`config.mk`:
```
export PLATFORM = sky130hd
export DESIGN_NAME = mem_port_arbiter
export DESIGN_NICKNAME = d
export VERILOG_FILES = /design/src/rtl/mem_port_arbiter.sv
export SDC_FILE = /design/constraint.sdc
export NUM_CORES = 1
export LEC_CHECK = 0
export CORE_AREA = 2 2 86 88
export CTS_BUF_LIST = sky130_fd_sc_hd__clkbuf_4
export DETAILED_ROUTE_END_ITERATION = 12
export DIE_AREA = 0 0 88 90
export HOLD_SLACK_MARGIN = 0.05
export PLACE_DENSITY_LB_ADDON = 0.3
export SLEW_MARGIN = 20
export SYNTH_ARGS = -nofsm -noshare
export SYNTH_HDL_FRONTEND = slang
export SYNTH_SLANG_ARGS = --single-unit
```
`constraint.sdc`:
```
create_clock -name clk -period 4.1 [get_ports clk]
set_input_delay 0.615 -clock clk [delete_from_list [all_inputs] [get_ports clk]]
set_output_delay 0.615 -clock clk [all_outputs]
set_load 0.005 [all_outputs]
```
`src/rtl/mem_port_arbiter.sv`:
```
// Two-requester round-robin arbiter with bounded burst lock for the single-port image memory.
// Optional grant/wait statistics counters are enabled by defining ARB_STATS_EN.
module mem_port_arbiter #(
   parameter int MAX_BURST = 4,
   parameter int AW        = 16,
   parameter int DW        = 32
) (
   input  logic          clk,
   input  logic          reset,
   input  logic          m0_en,
   input  logic          m0_we,
   input  logic [AW-1:0] m0_addr,
   input  logic [DW-1:0] m0_dataW,
   output logic          m0_gnt,
   output logic          m0_rvalid,
   input  logic          m1_en,
   input  logic          m1_we,
   input  logic [AW-1:0] m1_addr,
   input  logic [DW-1:0] m1_dataW,
   output logic          m1_gnt,
   output logic          m1_rvalid,
   output logic [DW-1:0] m_dataR,
   output logic [AW-1:0] addr,
   output logic [DW-1:0] dataW,
   output logic          en,
   output logic          we,
   input  logic [DW-1:0] dataR
`ifdef ARB_STATS_EN
   ,
   output logic [31:0]   stat_gnt0,
   output logic [31:0]   stat_gnt1,
   output logic [31:0]   stat_wait
`endif
);

   typedef enum logic [1:0] {IDLE, OWN0, OWN1} state_t;

   localparam logic [3:0] MAX_B = 4'(MAX_BURST);

   state_t     state, state_nxt;
   logic [3:0] burst_cnt, burst_cnt_nxt;
   logic       rr_last, rr_last_nxt;
   logic [1:0] rd_pend;
   logic       gnt0_c, gnt1_c;

   function automatic logic [3:0] sat_inc(input logic [3:0] c);
      return (c < MAX_B) ? c + 4'd1 : MAX_B;
   endfunction

   always_comb begin
      gnt0_c        = 1'b0;
      gnt1_c        = 1'b0;
      state_nxt     = state;
      burst_cnt_nxt = burst_cnt;
      rr_last_nxt   = rr_last;
      case (state)
         IDLE: begin
            // On a tie the requester that did not own the port last wins
            if (m0_en && (!m1_en || rr_last)) begin
               gnt0_c        = 1'b1;
               state_nxt     = OWN0;
               burst_cnt_nxt = 4'd1;
            end else if (m1_en) begin
               gnt1_c        = 1'b1;
               state_nxt     = OWN1;
               burst_cnt_nxt = 4'd1;
            end
         end
         OWN0: begin
            if (m0_en && (!m1_en || burst_cnt < MAX_B)) begin
               gnt0_c        = 1'b1;
               burst_cnt_nxt = sat_inc(burst_cnt);
            end else if (m1_en) begin
               gnt1_c        = 1'b1;
               state_nxt     = OWN1;
               burst_cnt_nxt = 4'd1;
               rr_last_nxt   = 1'b0;
            end else begin
               state_nxt   = IDLE;
               rr_last_nxt = 1'b0;
            end
         end
         OWN1: begin
            if (m1_en && (!m0_en || burst_cnt < MAX_B)) begin
               gnt1_c        = 1'b1;
               burst_cnt_nxt = sat_inc(burst_cnt);
            end else if (m0_en) begin
               gnt0_c        = 1'b1;
               state_nxt     = OWN0;
               burst_cnt_nxt = 4'd1;
               rr_last_nxt   = 1'b1;
            end else begin
               state_nxt   = IDLE;
               rr_last_nxt = 1'b1;
            end
         end
         default: state_nxt = IDLE;
      endcase
   end

   assign m0_gnt    = gnt0_c & ~reset;
   assign m1_gnt    = gnt1_c & ~reset;
   assign en        = m0_gnt | m1_gnt;
   assign we        = m0_gnt ? m0_we    : (m1_gnt ? m1_we    : 1'b0);
   assign addr      = m0_gnt ? m0_addr  : (m1_gnt ? m1_addr  : '0);
   assign dataW     = m0_gnt ? m0_dataW : (m1_gnt ? m1_dataW : '0);
   assign m0_rvalid = rd_pend[0] & ~reset;
   assign m1_rvalid = rd_pend[1] & ~reset;
   assign m_dataR   = dataR;

   // Arbitration state and one-cycle read-return tracking
   always_ff @(posedge clk) begin
      if (reset) begin
         state     <= IDLE;
         burst_cnt <= 4'd0;
         rr_last   <= 1'b1;
         rd_pend   <= 2'b00;
      end else begin
         state      <= state_nxt;
         burst_cnt  <= burst_cnt_nxt;
         rr_last    <= rr_last_nxt;
         rd_pend[0] <= m0_gnt & ~m0_we;
         rd_pend[1] <= m1_gnt & ~m1_we;
      end
   end

`ifdef ARB_STATS_EN
   always_ff @(posedge clk) begin
      if (reset) begin
         stat_gnt0 <= 32'd0;
         stat_gnt1 <= 32'd0;
         stat_wait <= 32'd0;
      end else begin
         stat_gnt0 <= stat_gnt0 + {31'd0, m0_gnt};
         stat_gnt1 <= stat_gnt1 + {31'd0, m1_gnt};
         stat_wait <= stat_wait + {31'd0, (m0_en & ~m0_gnt) | (m1_en & ~m1_gnt)};
      end
   end
`endif

endmodule

```
==> impl_metrics.csv, run 1 <==
group,metric,value,unit
outcome,status,"complete, no violations",
clock_network,cts_resized,0,
floorplan,num_io_pins,220,
yosys,ys_seq_area_frac,0.107,
detailed_routing,vias,2007,
yosys,avgSynthCellArea,8.82,µm²
yosys,yosysWarnings,0,
floorplan,design.core.area,7020,µm²
clock_network,postCtsHoldBufs,0,
floorplan,die_w,88,µm
clock_network,clk_latency,0.29,ns
grt,grt_pass1_vias,1920,
timing,maxSlewHeadroom,0.723,
finish,syn2layout_area_growth,79.7,%
finish,finalNetCount,443,
placed_design,place_area,3000,µm²
detailed_routing,first_pass_iters,4,
timing,finalMaxSlewViolations,0,
power,power_density,342,nW/µm²
timing,hold_viol,0,
yosys,synth.distinct_cells,46,
detailed_routing,drtIter0Drc,67,
setup_path,critPathKind,"primary input to output pin",
setup_path,crit_path_start_kind,"primary input",
timing,tns,0,ns
timing,min_period_over_period,0.894,
placed_design,gp_congestion,0.795,
yosys,synth-simple-area-share,0.123,
placed_design,pre_cts_ws,0.482,ns
finish,layout-drive-gt1-share,0.0662,
timing,fin_skew,0.0147,ns
detailed_routing,drt-vias-per-instance,5.00,
floorplan,die-height,90,µm
setup_path,crit_buf_inv,3,
finish,n_fill_cell,705,
timing,finalSetupViolCount,0,
yosys,synth_cells,191,
finish,stdcell_area,3030,µm²
timing,fmaxAchievable,273,MHz
clock_network,clk_pin_slew,0.08,ns
setup_path,max_stage_delay,0.56,ns
clock_network,cts_buffers,3,
worst_hold_path,hold_class,"flip-flop to flip-flop",
setup_path,worst_path_most_repeated_cell,"clkdlybuf4s50_1",
yosys,synth-seq-cells,9,
detailed_routing,wl_per_cell,16.8,µm
clock_network,clockBufferDepth,2,
setup_path,crit_fanout,51,
clock_network,cts_setup_buffers,0,
clock_network,htree_levels,1,
timing,finalWorstSetupSlack,0.435,ns
setup_path,end_kind,"output pin",
finish,final_common_cell,"clkdlybuf4s50_1",
floorplan,initial_core_util,0.240,
placed_design,post-dp-hpwl,5160,µm
floorplan,num_rows,31,
finish,finish.utilization,0.431,
timing,whs,0.470,ns
placed_design,placedCellCount,397,
finish,most-common-layout-cells,"155 x clkdlybuf4s50_1, 49 x a32o_1, 9 x nor2_1, 9 x dfxtp_1",
detailed_routing,antenna_left,0,
setup_path,crit_arrival,3.05,ns
clock_network,cts_tree,"yes",
power,finalPower,1.03,mW
timing,fin_crit,3.66,ns
power,total_leakage_power,1.06,nW
finish,antenna_cells,0,
clock_network,clockRootBuffer,"clkbuf_4",
setup_path,crit_slowest_cell,"clkdlybuf4s50_1",
setup_path,path_cells,"clkdlybuf4s50_1, nor2b_1, a2111oi_4, o21a_2, buf_12, a32o_1, clkdlybuf4s50_1",
yosys,netlist_area,1680,µm²
yosys,synth.area.mux_share,0.0186,
yosys,syn-num-nets,331,
setup_path,crit_family,"buffers and inverters",
grt,grt_antenna_before_repair,0,
floorplan,die_area,7920,µm²
yosys,synth-compound-area-share,0.429,
yosys,async_flop_share,0,
setup_path,worstPathRequired,3.48,ns
detailed_routing,drt-total-wl,6750,µm
timing,rsz0062_at_grt,"false",
yosys,synth_xor_area_frac,0,
grt,grt_start_max_net_pins,53,
clock_network,cts.sink_count,9,
placed_design,portBuffers,155,
yosys,synth-main-ff-cell,"dfxtp_1",
grt,track_usage,0.157,
timing,worst_slew_pin_slew,0.415,ns
detailed_routing,drc_errors,0,
job,maxCapViolations,0,
power,ir_drop,0.000218,V
yosys,yosys.area_share.adder,0.0446,
grt,grt_pass1_wl,10100,µm
yosys,synth-edff-count,0,
grt,grt_overflow,0,
yosys,synth_top_family_by_area,"compound AO/OA/AOI/OAI gates",
finish,final_cells,401,
## logic make-up (layout without fill, tap and decap cells)
| family | after synthesis | in the layout |
|---|---|---|
| AO/OA/AOI/OAI | 80 | 80 |
| adder cells (fa/ha/maj) | 6 | 6 |
| buffers and inverters | 57 | 168 |
| flip-flops | 9 | 9 |
| multiplexers | 3 | 3 |
| AND/OR/NAND/NOR | 36 | 36 |
## worst reg2reg max path, delay by kind of cell, from the launching register on
family / cells / cell delay (ns)
compound gates: 1 / 0.46
fa+ha+maj: 1 / 0.41
simple gates: 3 / 0.37
flops: 1 / 0.36
buf+inv: 2 / 0.28
## report_power, final
part           internal (mW)  switching [mW]  total (mW)
Combinational          0.469           0.355       0.823
Sequential             0.105          0.0213       0.126
Clock                 0.0444          0.0405      0.0849
## state kept, by name, indices dropped and copies added, names as in the netlist
register,cells
state,2
burst_cnt,4
rd_pend,2
rr_last,1
## Yosys cell counts (2+ instances only)
library cell	count	area (µm²)
a21oi_1	5	25.0
ha_1	6	75.1
nand3_1	2	10.0
a32o_1	49	490
nor2b_1	6	37.5
a21o_1	2	15.0
dfxtp_1	9	180
o21ai_0	4	20.0
o21a_1	3	22.5
and2_1	2	12.5
inv_1	4	15.0
buf_2	5	25.0
o211ai_1	2	15.0
o21ai_1	2	10.0
buf_12	5	100
clkbuf_1	5	18.8
mux2i_1	2	20.0
buf_6	6	67.6
nor2_1	9	33.8
nor3_1	2	10.0
nand2b_1	3	18.8
nand2_1	3	11.3
buf_4	32	240
## worst paths after layout
check,from,end,slack [ns],depth (start not counted)
setup / recovery,m1_en,addr[15],0.44,7
hold reg to reg,burst_cnt[1]$_SDFFE_PP0P_,burst_cnt[1]$_SDFFE_PP0P_,0.47,1
hold / removal,burst_cnt[1]$_SDFFE_PP0P_,burst_cnt[1]$_SDFFE_PP0P_,0.47,1
setup reg to reg,state[0]$_SDFFE_PP0P_,rd_pend[0]$_SDFF_PP0_,2.15,7
## layout make-up
type	instances	area, µm²	share of cell area
Inverter	4	15.0	0.00496
Multi-Input combinational cell	125	1050	0.347
Sequential cell	9	180	0.0595
Clock buffer	4	30.0	0.00992
Tap cell	99	124	0.0409
Timing Repair Buffer	160	1630	0.537
## routing by layer
metal	global-route usage	wire, µm
met4	0.0244	41
met5	0	0
met3	0.0432	696
met1	0.194	2710
met2	0.271	3300
Note: power is estimated with default switching activity, not from simulation.
==> run 2, diff against run 1 <==
--- a/config.mk
+++ b/config.mk
@@ -6,7 +6,7 @@
 export NUM_CORES = 1
 export LEC_CHECK = 0
 export CORE_AREA = 2 2 86 88
-export CTS_BUF_LIST = sky130_fd_sc_hd__clkbuf_4
+export CTS_BUF_LIST = sky130_fd_sc_hd__clkbuf_8 sky130_fd_sc_hd__clkbuf_16
 export DETAILED_ROUTE_END_ITERATION = 12
 export DIE_AREA = 0 0 88 90
 export HOLD_SLACK_MARGIN = 0.05
==> impl_metrics.csv, run 2 (synthesis gave the netlist of run 1 again) <==
group,metric,value,unit
clock_network,clockRootBuffer,"clkbuf_8",
grt,grt_start_max_net_pins,53,
setup_path,crit_buf_inv,3,
clock_network,cts_buffers,3,
finish,antenna_cells,0,
timing,tns,0,ns
detailed_routing,drc_errors,0,
finish,stdcell_area,3040,µm²
power,seqPwrFrac,0.120,
power,power_density,348,nW/µm²
clock_network,postCtsHoldBufs,0,
grt,track_usage,0.157,
setup_path,reg2reg_slack,2.16,ns
detailed_routing,drtIter0Drc,60,
finish,syn2layout_area_growth,80.6,%
finish,final_common_cell,"clkdlybuf4s50_1",
setup_path,crit_family,"buffers and inverters",
clock_network,htree_levels,1,
floorplan,num_rows,31,
timing,worst_slew_pin_slew,0.416,ns
timing,hold_viol,0,
grt,grt_overflow,0,
finish,multiInputGateArea,1050,µm²
power,total_leakage_power,1.07,nW
floorplan,initial_core_util,0.240,
floorplan,die-height,90,µm
setup_path,r2r_start,"state[1]$_SDFFE_PP0P_",
setup_path,worst_path_most_repeated_cell,"clkdlybuf4s50_1",
placed_design,post-dp-hpwl,5160,µm
setup_path,end_kind,"output pin",
grt,grt_antenna_before_repair,0,
clock_network,clockBufferDepth,2,
timing,fin_crit,3.67,ns
setup_path,path_cells,"clkdlybuf4s50_1, nor2b_1, a2111oi_4, o21a_2, buf_12, a32o_1, clkdlybuf4s50_1",
worst_hold_path,hold_depth,1,
clock_network,cts_setup_buffers,0,
placed_design,pre_cts_ws,0.482,ns
grt,grt_pass1_vias,1935,
detailed_routing,antenna_left,0,
floorplan,num_io_pins,220,
outcome,status,"complete, no violations",
clock_network,cts_resized,0,
timing,finalSetupViolCount,0,
setup_path,crit_path_start_kind,"primary input",
setup_path,worstPathRequired,3.48,ns
setup_path,ff2ff_path_depth,6,
power,internal-power,0.640,mW
power,p_sw_frac,0.395,
grt,met2_usage,0.274,
detailed_routing,vias,2000,
worst_hold_path,min-delay-start,"burst_cnt[1]$_SDFFE_PP0P_",
clock_network,cts_tree,"yes",
setup_path,critPathKind,"primary input to output pin",
power,clock_power_share,0.102,
timing,fmaxAchievable,273,MHz
finish,regMostFlops,"burst_cnt",
worst_hold_path,hold_class,"flip-flop to flip-flop",
grt,busiest_layer,"met2",
clock_network,clk_pin_slew,0.05,ns
setup_path,crit_start,"m1_en",
detailed_routing,drt-vias-per-instance,4.99,
finish,finalNetCount,443,
finish,largest_register_ffs,4,
setup_path,worstReg2RegEnd,"state[1]$_SDFFE_PP0P_",
finish,most-common-layout-cells,"155 x clkdlybuf4s50_1, 49 x a32o_1, 9 x nor2_1, 9 x dfxtp_1",
power,ir_drop,0.000253,V
finish,finish.utilization,0.433,
placed_design,gp_congestion,0.795,
power,finalPower,1.06,mW
grt,use_met1,0.193,
placed_design,portBuffers,155,
finish,regArea,180,µm²
setup_path,crit_arrival,3.05,ns
timing,finalMaxSlewViolations,0,
placed_design,place_area,3000,µm²
floorplan,die_w,88,µm
floorplan,design.core.area,7020,µm²
detailed_routing,first_pass_iters,4,
timing,finalWorstSetupSlack,0.431,ns
timing,fin_skew,0.00874,ns
finish,biggestRegsByFlops,"burst_cnt x4, rd_pend x2, state x2",
detailed_routing,drt-total-wl,6750,µm
setup_path,max_stage_delay,0.57,ns
timing,maxSlewHeadroom,0.723,
worst_hold_path,min_to,"burst_cnt[1]$_SDFFE_PP0P_",
job,maxCapViolations,0,
grt,use_met3,0.0459,
power,switchingPower,0.418,mW
grt,grt_pass1_wl,10200,µm
floorplan,die_area,7920,µm²
finish,n_fill_cell,705,
timing,min_period_over_period,0.895,
setup_path,crit_slowest_cell,"clkdlybuf4s50_1",
timing,rsz0062_at_grt,"false",
finish,layout-drive-gt1-share,0.0629,
clock_network,cts.sink_count,9,
detailed_routing,wl_per_cell,16.8,µm
setup_path,crit_fanout,51,
clock_network,clk_latency,0.24,ns
power,combPwrFrac,0.778,
[run 2: worst max path at each step]
stage | to | cells past startpoint
floorplan | dataW[22] | 9
global placement | addr[15] | 7
detailed placement | addr[15] | 7
CTS | addr[15] | 7
global route | addr[15] | 7
finish | addr[15] | 7
[run 2: cell type report]
class | instances | share of cell area
timing repair buffer | 160 | 0.535
multi-input combinational | 125 | 0.346
sequential | 9 | 0.0592
tap | 99 | 0.0407
clock buffer | 3 | 0.0136
inverter | 4 | 0.00494
clock inverter | 1 | 0.00123
[run 2: metrics by stage]
stage	hold WS, ns	instances
finish	0.464	401
global route	0.481	401
CTS	0.463	401
detailed placement	0.450	397
global placement	0.445	397
floorplan	0.431	191
[run 2: worst reg2reg max path: cells and delay by family, from the launching register on]
family / cells / cell delay [ns]
compound gates: 2 / 0.41
flops: 1 / 0.38
mux: 1 / 0.35
fa+ha+maj: 1 / 0.33
simple gates: 1 / 0.25
buf+inv: 1 / 0.10
[run 2: power by group through the flow]
| stage | logic (mW) | clock network [mW] | registers (mW) |
|---|---|---|---|
| finish | 0.823 | 0.108 | 0.127 |
| global route | 0.897 | 0.114 | 0.129 |
| CTS | 0.832 | 0.109 | 0.126 |
| detailed placement | 0.827 | 0 | 0.128 |
| global placement | 0.828 | 0 | 0.127 |
| floorplan | 0.510 | 0 | 0.122 |
[run 2: layer usage]
layer | vias to the layer above | wire (µm)
met1 | 932 | 2710
met4 | 0 | 48
met2 | 110 | 3330
li1 | 949 | -
met3 | 9 | 658
met5 | - | 0
==> run 3, diff against run 2 <==
--- a/config.mk
+++ b/config.mk
@@ -15,3 +15,4 @@
 export SYNTH_ARGS = -nofsm -noshare
 export SYNTH_HDL_FRONTEND = slang
 export SYNTH_SLANG_ARGS = --single-unit
+export TNS_END_PERCENT = 50
==> results of run 3 <==
No change in the layout: final DEF, timing and power equal those of run 2.
